### src/rtl/acs_array_pkg.sv
// Shared defaults and helpers for the add-compare-select array of a
// rate-1/2 Viterbi decoder.
package acs_array_pkg;

    localparam int DEF_K         = 3;
    localparam int DEF_G0        = 'o7;
    localparam int DEF_G1        = 'o5;
    localparam int DEF_BM_W      = 3;
    localparam int DEF_PM_W      = 5;
    localparam int DEF_INIT_BIAS = 8;

    function automatic logic parity(input logic [31:0] v);
        return ^v;
    endfunction

    // Encoder output {c0,c1} when leaving `state` with input bit `u`.
    function automatic logic [1:0] branch_symbol(input int k, input int g0, input int g1,
                                                 input int state, input int u);
        logic [31:0] mask;
        logic [31:0] r;
        mask = (32'd1 << k) - 32'd1;
        r    = ((32'(state) << 1) | (32'(u) & 32'd1)) & mask;
        return {parity(r & 32'(g0)), parity(r & 32'(g1))};
    endfunction

endpackage

### src/rtl/acs_cell.sv
// One trellis node: two saturating adds, compare, select and the survivor
// decision bit (ties resolve to the p0 predecessor).
module acs_cell
    import acs_array_pkg::*;
#(
    parameter int BM_W = DEF_BM_W,
    parameter int PM_W = DEF_PM_W
) (
    input  logic [PM_W-1:0] pm0,
    input  logic [PM_W-1:0] pm1,
    input  logic [BM_W-1:0] bm0,
    input  logic [BM_W-1:0] bm1,
    output logic [PM_W-1:0] pm_new,
    output logic            dec
);

    localparam logic [PM_W-1:0] SAT = '1;

    logic [PM_W:0]   sum0;
    logic [PM_W:0]   sum1;
    logic [PM_W-1:0] cand0;
    logic [PM_W-1:0] cand1;

    assign sum0  = {1'b0, pm0} + (PM_W+1)'(bm0);
    assign sum1  = {1'b0, pm1} + (PM_W+1)'(bm1);
    assign cand0 = sum0[PM_W] ? SAT : sum0[PM_W-1:0];
    assign cand1 = sum1[PM_W] ? SAT : sum1[PM_W-1:0];

    assign dec    = (cand1 < cand0);
    assign pm_new = dec ? cand1 : cand0;

endmodule

### src/rtl/acs_array.sv
// Fully parallel ACS array: one trellis step per accepted cycle, with
// MSB normalisation, best-state search and a valid/ready decision output.
module acs_array
    import acs_array_pkg::*;
#(
    parameter int K         = DEF_K,
    parameter int G0        = DEF_G0,
    parameter int G1        = DEF_G1,
    parameter int BM_W      = DEF_BM_W,
    parameter int PM_W      = DEF_PM_W,
    parameter int INIT_BIAS = DEF_INIT_BIAS
) (
    input  logic                      clk,
    input  logic                      rst_n,
    input  logic                      in_valid,
    output logic                      in_ready,
    input  logic                      frame_start,
    input  logic [K-2:0]              start_state,
    input  logic [4*BM_W-1:0]         bm_in,
    output logic                      dec_valid,
    input  logic                      dec_ready,
    output logic [(1<<(K-1))-1:0]     dec_out,
    output logic [K-2:0]              best_state,
    output logic [PM_W-1:0]           best_metric,
    output logic                      norm_flag,
    output logic [15:0]               step_cnt
);

    localparam int NUM_STATES = 1 << (K-1);
    localparam int SW         = K - 1;
    localparam logic [PM_W-1:0] BIAS = PM_W'(INIT_BIAS);

    logic [NUM_STATES-1:0][PM_W-1:0] pm_reg;
    logic [NUM_STATES-1:0][PM_W-1:0] pm_old;
    logic [NUM_STATES-1:0][PM_W-1:0] pm_new;
    logic [NUM_STATES-1:0][PM_W-1:0] pm_store;
    logic [NUM_STATES-1:0]           dec_next;
    logic [NUM_STATES-1:0]           msb;
    logic                            norm_next;
    logic [SW-1:0]                   best_state_next;
    logic [PM_W-1:0]                 best_metric_next;
    logic                            step;

    assign in_ready  = !dec_valid || dec_ready;
    assign step      = in_valid && in_ready;
    assign norm_next = &msb;

    generate
        for (genvar gi = 0; gi < NUM_STATES; gi++) begin : g_state
            localparam int P0 = gi >> 1;
            localparam int P1 = P0 + NUM_STATES/2;
            localparam int U  = gi & 1;
            localparam int S0 = int'(branch_symbol(K, G0, G1, P0, U));
            localparam int S1 = int'(branch_symbol(K, G0, G1, P1, U));

            // A frame start replaces the stored metrics with the seeded ones.
            assign pm_old[gi] = frame_start ? ((start_state == SW'(gi)) ? '0 : BIAS)
                                            : pm_reg[gi];

            acs_cell #(
                .BM_W (BM_W),
                .PM_W (PM_W)
            ) u_cell (
                .pm0    (pm_old[P0]),
                .pm1    (pm_old[P1]),
                .bm0    (bm_in[S0*BM_W +: BM_W]),
                .bm1    (bm_in[S1*BM_W +: BM_W]),
                .pm_new (pm_new[gi]),
                .dec    (dec_next[gi])
            );

            assign msb[gi]      = pm_new[gi][PM_W-1];
            assign pm_store[gi] = {pm_new[gi][PM_W-1] & ~norm_next, pm_new[gi][PM_W-2:0]};
        end
    endgenerate

    // Strict less-than keeps the lowest index on ties.
    always_comb begin
        best_state_next  = '0;
        best_metric_next = pm_store[0];
        for (int i = 1; i < NUM_STATES; i++) begin
            if (pm_store[i] < best_metric_next) begin
                best_metric_next = pm_store[i];
                best_state_next  = SW'(i);
            end
        end
    end

    always_ff @(posedge clk) begin
        if (!rst_n) begin
            dec_valid   <= 1'b0;
            dec_out     <= '0;
            best_state  <= '0;
            best_metric <= '0;
            norm_flag   <= 1'b0;
            step_cnt    <= '0;
            for (int i = 0; i < NUM_STATES; i++) begin
                pm_reg[i] <= (i == 0) ? '0 : BIAS;
            end
        end else if (step) begin
            dec_valid   <= 1'b1;
            dec_out     <= dec_next;
            best_state  <= best_state_next;
            best_metric <= best_metric_next;
            norm_flag   <= norm_next;
            step_cnt    <= frame_start ? 16'd1 : step_cnt + 16'd1;
            pm_reg      <= pm_store;
        end else if (dec_ready) begin
            dec_valid <= 1'b0;
        end
    end

endmodule

### config.mk
export PLATFORM = sky130hd
export DESIGN_NAME = acs_array
export DESIGN_NICKNAME = d
export VERILOG_FILES = /design/src/rtl/acs_array_pkg.sv /design/src/rtl/acs_cell.sv /design/src/rtl/acs_array.sv
export SDC_FILE = /design/constraint.sdc
export NUM_CORES = 1
export LEC_CHECK = 0
export BUFFER_PORTS_ARGS = -buffer_cell sky130_fd_sc_hd__buf_4
export CELL_PAD_IN_SITES_DETAIL_PLACEMENT = 1
export CELL_PAD_IN_SITES_GLOBAL_PLACEMENT = 1
export CORE_MARGIN = 3
export CORE_UTILIZATION = 49
export CTS_CLUSTER_SIZE = 20
export DETAILED_ROUTE_END_ITERATION = 12
export HOLD_SLACK_MARGIN = 0.05
export PLACE_DENSITY = 0.87
export SYNTH_ARGS = -nofsm -noshare
export SYNTH_HDL_FRONTEND = slang
export SYNTH_HIERARCHICAL = 1
export SYNTH_SLANG_ARGS = --single-unit
### constraint.sdc
create_clock -name clk -period 12 [get_ports clk]
set_input_delay 1.8 -clock clk [delete_from_list [all_inputs] [get_ports clk]]
set_output_delay 1.8 -clock clk [all_outputs]
set_load 0.03 [all_outputs]
==> metrics.md, run 1 <==
| Metric | Value |
|---|---|
| Status | completed |
| Post-synthesis register bit count | 49 |
| Post_cts resized | 0 |
| Worst Clk Skew | 0.006558 ns |
| Crit Path Class | primary input to register |
| Filler cells | 1222 |
| Clock buffer depth | 2 |
| Routed WL | 13990 µm |
| Worst-skew pair later-pin latency | 0.31 ns |
| TritonCTS clock tree | built |
| Layout area overhead | 11.54% |
| Fin crit period | 9.369 ns |
| Worst-Margin Slew | 1.125 ns |
| Pwr dens | 189.9 nW/µm² |
| Die height | 105.9 µm |
| Crit Path Max Fanout | 26 |
| Synth Flop Type | dfxtp_1 |
| Syn nets | 691 |
| Final-stage net count | 733 |
| Synthesized cell area | 4888 µm² |
| Distinct cells, synth | 54 |
| Met3 track demand over resource | 0.02694 |
| Crit end category | register |
| CTS buffer count | 5 |
| H-tree depth | 2 |
| Max FFs per register | 20 |
| F_max | 106.7 MHz |
| # IOs | 49 |
| MaxCap Viol Count | 0 |
| Wire per inst | 17.89 µm |
| Met1 Usage GRT | 0.3171 |
| Cells after Synth | 610 |
| Cts hold-fix bufs | 0 |
| Part of the Yosys area used for sequential elements | 0.2007 |
| Clock Sinks | 49 |
| Fin crit share | 0.7807 |
| FP Rows | 35 |
| Initial antenna violation count | 0 |
| Starting density of the core | 0.5168 |
| Antenna Cells | 0 |
| Vias in the first global route | 4776 |
| ANT nets after route | 0 |
| Die width | 105.9 µm |
| Final Hold Violating Endpoints | 0 |
| Router iterations before antenna repair | 4 |
| Clk root buf | clkbuf_8 |
| Post-synth ARST share | 0 |
| Hpwl dp | 11280 µm |
| Largest stage delay, worst path | 0.52 ns |
| Fin util | 0.5765 |
| Fin Setup TNS | 0 ns |
| CTS clk-pin slew, worst paths | 0.10 ns |
| Drt via density | 5.954 |
| DRC | 0 |
| Setup crit start kind | primary input |
| CP most frequent cell | ha_1 |
| P_leak | 0.002507 µW |
| Grt total ovfl | 0 |
| Largest net degree at the start of global routing | 40 |
| Post-synth EDFFs | 0 |
| Layer with the highest usage | met2 |
| Final slew viol count | 0 |
| CP Data Required Time | 12.18 ns |
| Die area | 11210 µm² |
| Layout cells sized above 1 | 0.1424 |
| RSZ-0062 raised after global routing | false |
| Buffers on Ports | 48 |
| VDD IR max | 0.1106 mV |
| Mapped Avg Cell Area | 8.014 µm² |
| Worst slew margin | 0.2483 |
| Setup Buffers After CTS | 0 |
| Routability cong. | 0.8484 |
| Iter 0 DRT Violations | 223 |
| Slowest CP cell | or4_4 |
| Grt met2 use | 0.4636 |
| Worst hold path class | register to register |
| Synth Warn # | 6 |
| Worst EP arrival | 9.55 ns |
| Total Routing Usage GR | 0.2516 |
| First-pass GRT wire length | 23200 µm |
| Setup violators final | 0 |
| Total number of vias | 4656 |
| CORE AREA | 9459 µm² |
-- metrics by stage --
stage	std cells	cell area, µm²	power [µW]	worst slack, ns	hold slack (ns)
6_report	782	5453	1036	2.631	0.4713
5_1_grt	782	5453	1114	2.353	0.4894
4_1_cts	782	5453	1028	2.815	0.4704
3_5_place_dp	774	5359	909.9	2.683	0.4554
3_3_place_gp	774	5359	864.7	3.076	0.4459
2_1_floorplan	610	4888	755.4	3.654	0.4389
-- critical path: cells and delay by family --
family,cells,cell delay (ns)
AOI/OAI and AO/OA,13,2.89
adders and majority gates,6,1.90
buffers and inverters,5,0.55
muxes,3,1.10
and+or+nand+nor,5,1.26
-- logic make-up after synthesis --
family / share of synthesized area
flops: 0.2007
simple gates: 0.1955
buf+inv: 0.06425
compound gates: 0.2731
fa+ha+maj: 0.1710
mux: 0.07576
xor+xnor: 0.01971
-- cells in the mapped netlist, drive strengths merged, types with 5 or more instances --
library cell,instances,area [µm²]
fa,8,160.2
o21a,5,37.54
o211a,6,60.06
a31oi,13,81.33
a21o,12,90.09
nand2,93,351.6
mux2i,19,190.2
or3,7,43.79
nand3,23,115.1
a21boi,20,150.1
a21oi,39,195.2
mux2,12,180.2
clkbuf,10,37.54
nor2b,28,175.2
buf,5,28.78
nor2,24,90.09
a211oi,10,152.6
inv,66,247.7
dfxtp,49,980.9
ha,54,675.7
o21ai,38,190.2
o211ai,6,45.04
nand4,5,31.28
xor2,8,70.07
-- cell usage in the layout (no fill, tap or decap), types with 13 or more instances in the layout --
master,count
o21ai_0,31
dfxtp_1,49
ha_1,54
a21boi_0,20
nand3_1,23
nor2b_1,28
a21oi_1,39
mux2i_1,19
nor2_1,24
nand2_1,92
a31oi_1,13
inv_1,66
buf_4,50
-- final cells by class --
class / instances / area (µm²) / area share
Clock buffer: 5 / 68.82 / 0.01262
Clock inverter: 3 / 25.02 / 0.004589
Inverter: 66 / 247.7 / 0.04543
Multi-Input combinational cell: 480 / 3593 / 0.6590
Sequential cell: 49 / 980.9 / 0.1799
Tap cell: 129 / 161.4 / 0.02960
Timing Repair Buffer: 50 / 375.4 / 0.06884
-- metal layers --
layer  vias to the layer above  routed length [µm]
met5                         -                   0
met4                         0                 167
met3                        19                 439
met2                       106                6990
met1                      2294                6395
li1                       2237                   -
-- report_power, final --
group / leakage [µW] / internal [µW] / switching (µW)
registers: 0.000401 / 184 / 11.6
clock network: 0.0000452 / 42.7 / 63.3
logic: 0.00206 / 289 / 445
-- final timing paths --
kind	start	to	slack [ns]	cells after the start
worst min register to register	pm_reg[6]$_SDFFE_PN0P_	pm_reg[6]$_SDFFE_PN0P_	0.47	2
worst min-delay path	pm_reg[6]$_SDFFE_PN0P_	pm_reg[6]$_SDFFE_PN0P_	0.47	2
worst max-delay path	frame_start	best_metric[4]$_SDFFE_PN0P_	2.63	32
worst max register to register	pm_reg[0]$_SDFFE_PN0P_	best_metric[4]$_SDFFE_PN0P_	4.03	31
Note: power is estimated with default switching activity, not from simulation.
==> run 2: changes to the inputs <==
--- a/config.mk
+++ b/config.mk
@@ -9,11 +9,11 @@
 export CELL_PAD_IN_SITES_DETAIL_PLACEMENT = 1
 export CELL_PAD_IN_SITES_GLOBAL_PLACEMENT = 1
 export CORE_MARGIN = 3
-export CORE_UTILIZATION = 49
+export CORE_UTILIZATION = 45
 export CTS_CLUSTER_SIZE = 20
 export DETAILED_ROUTE_END_ITERATION = 12
 export HOLD_SLACK_MARGIN = 0.05
-export PLACE_DENSITY = 0.87
+export PLACE_DENSITY = 0.81
 export SYNTH_ARGS = -nofsm -noshare
 export SYNTH_HDL_FRONTEND = slang
 export SYNTH_HIERARCHICAL = 1
==> constraint.sdc (replaced) <==
create_clock -name clk -period 8.8 [get_ports clk]
set_input_delay 1.32 -clock clk [delete_from_list [all_inputs] [get_ports clk]]
set_output_delay 1.32 -clock clk [all_outputs]
set_load 0.03 [all_outputs]
==> metrics.md, run 2 (same netlist as run 1, synthesis figures left out) <==
| Metric | Value |
|---|---|
| Design area | 5535 µm² (+1.5%) |
| Status | completed |
| Router iterations before antenna repair | 4 (unchanged) |
| Starting density of the core | 0.4672 (-0.04957) |
| Buffers on Ports | 48 (unchanged) |
| Register Area | 980.9 µm² (unchanged) |
| Antenna Cells | 0 (unchanged) |
| Total Routing Usage GR | 0.2298 (-0.02184) |
| Placed Area | 5390 µm² (+0.58%) |
| Worst-Margin Slew | 1.190 ns (+0.06512 ns) |
| Die width | 110.2 µm (+4.1%) |
| Hold_ws | 0.4694 ns (-0.001914 ns) |
| Layout area overhead | 13.23% |
| Area of the multi-input gates | 3615 µm² (+0.59%) |
| Worst path bufs/invs | 5 (unchanged) |
| Layout cells sized above 1 | 0.1561 (+0.01364) |
| Die height | 110.2 µm (+4.1%) |
| Clk root buf | clkbuf_8 |
| Iter 0 DRT Violations | 168 (-25%) |
| Worst slew margin | 0.2047 (-0.04352) |
| Final slew viol count | 0 (unchanged) |
| FF-to-FF Start | pm_reg[0]$_SDFFE_PN0P_ |
| Setup violators final | 0 (unchanged) |
| Crit Path Max Fanout | 11 (-58%) |
| CTS clk-pin slew, worst paths | 0.10 ns (about the same) |
| Fin crit share | 0.9657 |
| F_max | 117.7 MHz |
| CP most frequent cell | ha_1 |
| Crit end category | register |
| Worst slack, placed | 0.01968 ns (-2.663 ns) |
| R2R Path End | best_metric[2]$_SDFFE_PN0P_ |
| Vias in the first global route | 4589 (-3.9%) |
| CP top delay family | compound AO/OA/AOI/OAI gates |
| Final-stage net count | 740 (+0.95%) |
| Routed WL | 14080 µm (+0.62%) |
| Cts hold-fix bufs | 0 (unchanged) |
| Largest net degree at the start of global routing | 40 (unchanged) |
| Crit Path Class | primary input to register |
| Pwr dens | 259.6 nW/µm² (+37%) |
| Drt via density | 5.773 (-3.0%) |
| Routability cong. | 0.8610 (+1.5%) |
| Clock Sinks | 49 (unchanged) |
| Slowest CP cell | or4_4 |
| Setup ws final | 0.3019 ns (-2.329 ns) |
| ANT nets after route | 0 (unchanged) |
| Worst Hold Path Cells | 2 (unchanged) |
| Hpwl dp | 11280 µm (about the same) |
| Hold path startpoint | pm_reg[6]$_SDFFE_PN0P_ |
| CORE AREA | 10460 µm² (+11%) |
| TritonCTS clock tree | built |
| Grt total ovfl | 0 (unchanged) |
| Setup crit start kind | primary input |
| VDD IR max | 0.1675 mV (+51%) |
| Max FFs per register | 20 (unchanged) |
| Wire per inst | 17.69 µm (-1.1%) |
| Final Hold Violating Endpoints | 0 (unchanged) |
| MaxCap Viol Count | 0 (unchanged) |
| Hold Path End | pm_reg[6]$_SDFFE_PN0P_ |
| Largest stage delay, worst path | 0.52 ns (about the same) |
| R2r setup slk | 1.15 ns (-2.88 ns) |
| Worst-skew pair later-pin latency | 0.32 ns (about the same) |
| Commonest cells after routing, fill and taps aside | nand2_1 (92), inv_1 (66), buf_4 (57) |
| Initial antenna violation count | 0 (unchanged) |
| Worst EP arrival | 8.68 ns (-0.87 ns) |
| Worst hold path class | register to register |
| Clock buffer depth | 2 (unchanged) |
| Most common cell after layout, fill and taps aside | nand2_1 |
| Total number of vias | 4595 (-1.3%) |
| Fin crit period | 8.498 ns |
| Filler cells | 1327 (+8.6%) |
| H-tree depth | 2 (unchanged) |
| CP Data Required Time | 8.98 ns (-3.20 ns) |
| First-pass GRT wire length | 22160 µm (-4.5%) |
| P_leak | 0.002541 µW (+1.4%) |
| CTS buffer count | 5 (unchanged) |
| Die area | 12150 µm² (+8.4%) |
| FP Rows | 37 (+5.7%) |
| # IOs | 49 (unchanged) |
| DRC | 0 (unchanged) |
| Worst Clk Skew | 0.01713 ns (+0.01058 ns) |
| Worst reg2reg path depth | 31 (unchanged) |
run 2: where the power goes:
group | internal [µW] | total (µW) | switching, µW | leakage, µW
Sequential | 251 | 268 | 16.4 | 0.000401
Combinational | 418 | 1030 | 609 | 0.00210
Clock | 57.6 | 143 | 85.6 | 0.0000447
Total | 726 | 1440 | 711 | 0.00254
run 2: stage by stage:
stage / instances / TNS (ns) / utilization / total power [µW]
after floorplan: 610 / 0 / - / 1030
after global placement: 784 / 0 / 0.5152 / 1180
after detailed placement: 784 / 0 / 0.5152 / 1242
after CTS: 792 / 0 / 0.5242 / 1397
after global routing: 796 / -0.2487 / 0.5291 / 1547
final: 796 / 0 / 0.5291 / 1437
run 2: area by class of cell:
| class | instances | share of cell area |
|---|---|---|
| Multi-Input combinational cell | 480 | 0.6530 |
| Sequential cell | 49 | 0.1772 |
| Timing Repair Buffer | 57 | 0.07731 |
| Inverter | 66 | 0.04476 |
| Tap cell | 136 | 0.03074 |
| Clock buffer | 5 | 0.01243 |
| Clock inverter | 3 | 0.004521 |
run 2: worst register-to-register path, delay by kind of cell (launching register included):
family          cells  cell delay (ns)
simple gates        6             1.47
mux                 3             0.97
compound gates     12             2.43
buf+inv             4             0.40
flops               1             0.33
fa+ha+maj           6             1.92
run 2: worst max path at each step:
stage / end / depth (start not counted) / from
finish: best_metric[2]$_SDFFE_PN0P_ / 32 / frame_start
global route: best_metric[3]$_SDFFE_PN0P_ / 32 / frame_start
CTS: best_metric[2]$_SDFFE_PN0P_ / 31 / frame_start
detailed placement: best_metric[4]$_SDFFE_PN0P_ / 31 / frame_start
global placement: best_metric[4]$_SDFFE_PN0P_ / 31 / frame_start
floorplan: best_metric[4]$_SDFFE_PN0P_ / 31 / frame_start
run 2: per-layer routing:
layer | GRT usage | part of all wire | vias up
met4 | 0.04925 | 0.010 | 0
met2 | 0.4099 | 0.49 | 68
met3 | 0.02504 | 0.028 | 17
met5 | 0 | 0 | -
met1 | 0.2984 | 0.47 | 2265
li1 | - | - | 2245
run 2: timing repair:
item                                    CTS  global route
setup buffers                             0             4
resized for setup                         0             4
endpoints found under the setup margin    0             5
==> run 3: changes to the inputs <==
--- a/config.mk
+++ b/config.mk
@@ -7,14 +7,13 @@
 export LEC_CHECK = 0
 export BUFFER_PORTS_ARGS = -buffer_cell sky130_fd_sc_hd__buf_4
 export CELL_PAD_IN_SITES_DETAIL_PLACEMENT = 1
-export CELL_PAD_IN_SITES_GLOBAL_PLACEMENT = 1
+export CELL_PAD_IN_SITES_GLOBAL_PLACEMENT = 2
 export CORE_MARGIN = 3
-export CORE_UTILIZATION = 45
+export CORE_UTILIZATION = 35
 export CTS_CLUSTER_SIZE = 20
 export DETAILED_ROUTE_END_ITERATION = 12
 export HOLD_SLACK_MARGIN = 0.05
 export PLACE_DENSITY = 0.81
 export SYNTH_ARGS = -nofsm -noshare
 export SYNTH_HDL_FRONTEND = slang
-export SYNTH_HIERARCHICAL = 1
 export SYNTH_SLANG_ARGS = --single-unit
==> metrics.md, run 3 <==
| Metric | Value |
|---|---|
| Synthesized cell area | 4512 µm² (-7.7%) |
| MaxCap Viol Count | 0 (unchanged) |
| Final Hold Violating Endpoints | 0 (unchanged) |
| Cells after Synth | 599 (-1.8%) |
| Iter 0 DRT Violations | 192 (+14%) |
| VDD IR max | 0.2454 mV (+46%) |
| Largest stage delay, worst path | 0.36 ns (-0.16 ns) |
| Grt total ovfl | 0 (unchanged) |
| Largest net degree at the start of global routing | 42 (+5.0%) |
| Post-synthesis register bit count | 49 (unchanged) |
| Die height | 119.5 µm (+8.5%) |
| Routed WL | 14780 µm (+5.0%) |
| Area of the multi-input gates | 3418 µm² (-5.4%) |
| Seq pwr share | 0.135 (-0.051) |
| Stages on worst setup path | 39 (+22%) |
| Max FFs per register | 20 (unchanged) |
| Syn nets | 668 (-3.3%) |
| Clk pwr share | 0.109 (+0.009) |
| Pwr dens | 386.8 nW/µm² (+49%) |
| Sw Share | 0.4795 (-0.01508) |
| Worst reg2reg path depth | 36 (+16%) |
| CP top delay family | compound AO/OA/AOI/OAI gates |
| Total number of vias | 4525 (-1.5%) |
| Clk root buf | clkbuf_16 |
| Design area | 5441 µm² (-1.7%) |
| Register Area | 980.9 µm² (unchanged) |
| TritonCTS clock tree | built |
| Initial antenna violation count | 0 (unchanged) |
| Slowest CP cell | o311a_1 |
| Post-synth ARST share | 0 (unchanged) |
| NetSw | 1009 µW (+42%) |
| Worst EP arrival | 8.61 ns (-0.07 ns) |
| Worst hold path class | register to register |
| Mapped Avg Cell Area | 7.532 µm² (-6.0%) |
| Clock buffer depth | 2 (unchanged) |
| Setup crit start kind | primary input |
| Worst slack, placed | -0.1810 ns (-0.2007 ns) |
| Die width | 119.5 µm (+8.5%) |
| Synth Warn # | 0 (-6) |
| CTS buffer count | 5 (unchanged) |
| Overall Power | 2105 µW (+46%) |
| Crit Path Class | primary input to register |
| Status | completed |
| Setup ws final | 0.3882 ns (+0.08627 ns) |
| Crit Path Max Fanout | 17 (+6) |
| FP Rows | 40 (+8.1%) |
| Clock Sinks | 49 (unchanged) |
| Hpwl dp | 11560 µm (+2.5%) |
| Starting density of the core | 0.3665 (-0.1008) |
| Layout area overhead | 20.60% |
| Buffers on Ports | 48 (unchanged) |
| H-tree depth | 2 (unchanged) |
| Fin crit period | 8.412 ns (-0.08627 ns) |
| ANT nets after route | 0 (unchanged) |
| Worst Clk Skew | 0.008484 ns (-0.008649 ns) |
| Crit end category | register |
| Worst-Margin Slew | 1.126 ns (-0.06436 ns) |
| Final slew viol count | 0 (unchanged) |
| Cts hold-fix bufs | 0 (unchanged) |
| Part of the Yosys area used for sequential elements | 0.2174 (+0.01675) |
| Routability cong. | 0.9275 (+7.7%) |
| Filler cells | 1553 (+17%) |
| Worst slew margin | 0.2445 (+0.03979) |
| Router iterations before antenna repair | 4 (unchanged) |
| Final-stage net count | 724 (-2.2%) |
| Fin util | 0.4420 (-0.08709) |
| Leading area contributor after synthesis | dfxtp_1 |
| Worst path bufs/invs | 4 (-1) |
| Total Routing Usage GR | 0.2041 (-0.02565) |
| Vias in the first global route | 4668 (+1.7%) |
| Distinct cells, synth | 65 (+20%) |
| Worst Hold Path Cells | 2 (unchanged) |
| R2r setup slk | 1.12 ns (-0.03 ns) |
| Drt via density | 5.492 (-4.9%) |
| First-pass GRT wire length | 23950 µm (+8.1%) |
| Internal power | 1096 µW (+51%) |
| CORE AREA | 12310 µm² (+18%) |
| Wire per inst | 17.94 µm (+1.4%) |
| Top-area cell type share of the netlist area | 0.2174 (+0.01675) |
| Synth area leaders | dfxtp_1 (22%), ha_1 (13%), a21oi_1 (7.4%) |
| Hold_ws | 0.4605 ns (-0.008927 ns) |
| # IOs | 49 (unchanged) |
| DRC | 0 (unchanged) |
| P_leak | 0.002423 µW (-4.7%) |
| Most common library cells after synthesis | a21oi_1 (67), nor2_1 (67), nand2_1 (63) |
| F_max | 118.9 MHz (+1.0%) |
| Setup violators final | 0 (unchanged) |
| Antenna Cells | 0 (unchanged) |
| Post-synth EDFFs | 0 (unchanged) |
| Placed Area | 5074 µm² (-5.9%) |
| Most common cell after layout, fill and taps aside | buf_4 |
| CTS clk-pin slew, worst paths | 0.07 ns (-0.03 ns) |
| Synth Flop Type | dfxtp_1 |
| Layout cells sized above 1 | 0.1860 (+0.02992) |
| Worst-skew pair later-pin latency | 0.30 ns (-0.02 ns) |
| Commonest cells after routing, fill and taps aside | buf_4 (69), a21oi_1 (66), nor2_1 (66) |
| Die area | 14290 µm² (+18%) |
| CP Data Required Time | 8.99 ns (about the same) |
| Comb pwr share | 0.756 (+0.042) |
| Fin crit share | 0.9559 (-0.009804) |
## run 3: repair_timing
action | 4_1_cts | 5_1_grt
resized for setup | 0 | 27
setup endpoints to repair | 0 | 7
buffers inserted | 0 | 11
## run 3: path summary, 6_finish.rpt
| check | from | endpoint |
|---|---|---|
| max reg2reg | pm_reg[11]$_SDFFE_PN0P_ | best_state[0]$_SDFFE_PN0P_ |
| min reg2reg | pm_reg[5]$_SDFFE_PN0P_ | pm_reg[5]$_SDFFE_PN0P_ |
| min | pm_reg[5]$_SDFFE_PN0P_ | pm_reg[5]$_SDFFE_PN0P_ |
| max | frame_start | best_state[0]$_SDFFE_PN0P_ |
## run 3: area by class of cell
type,instances,share of cell area
Tap cell,168,0.03863
Inverter,36,0.02483
Clock inverter,2,0.007128
Multi-Input combinational cell,493,0.6282
Sequential cell,49,0.1803
Clock buffer,6,0.02368
Timing Repair Buffer,70,0.09726
## run 3: metrics by stage
step	setup TNS, ns	cells
2_1_floorplan	0	599
3_3_place_gp	0	805
3_5_place_dp	-0.7347	805
4_1_cts	0	813
5_1_grt	-0.4602	824
6_report	0	824
## run 3: cells by family (layout without fill, tap and decap cells)
| group | count (synthesis) | after routing | share of synthesized area |
|---|---|---|---|
| AND/OR/NAND/NOR | 224 | 224 | 0.2415 |
| AO/OA/AOI/OAI | 164 | 164 | 0.2263 |
| buffers and inverters | 57 | 114 | 0.05103 |
| adder cells (fa/ha/maj) | 53 | 53 | 0.1520 |
| flip-flops | 49 | 49 | 0.2174 |
| XOR/XNOR | 29 | 29 | 0.05630 |
| multiplexers | 23 | 23 | 0.05546 |
## run 3: routing by layer
layer | up-vias | track usage | wire length (µm)
met3 | 8 | 0.02498 | 352
met4 | 0 | 0.05011 | 133
li1 | 2235 | - | -
met2 | 55 | 0.3298 | 6843
met5 | - | 0 | 0
met1 | 2227 | 0.2897 | 7451
## run 3: worst min-delay path: cells and delay by family (launching register included)
family | cells | cell delay [ns]
AO/OA/AOI/OAI | 1 | 0.05
flip-flops | 1 | 0.31
AND/OR/NAND/NOR | 1 | 0.05
## run 3: power groups by stage
stage | clock network [µW] | registers, µW | logic [µW]
after floorplan | 0 | 315 | 958
after global placement | 0 | 289 | 1320
after detailed placement | 0 | 289 | 1380
after CTS | 235 | 285 | 1390
after global routing | 245 | 290 | 1750
final | 229 | 285 | 1590
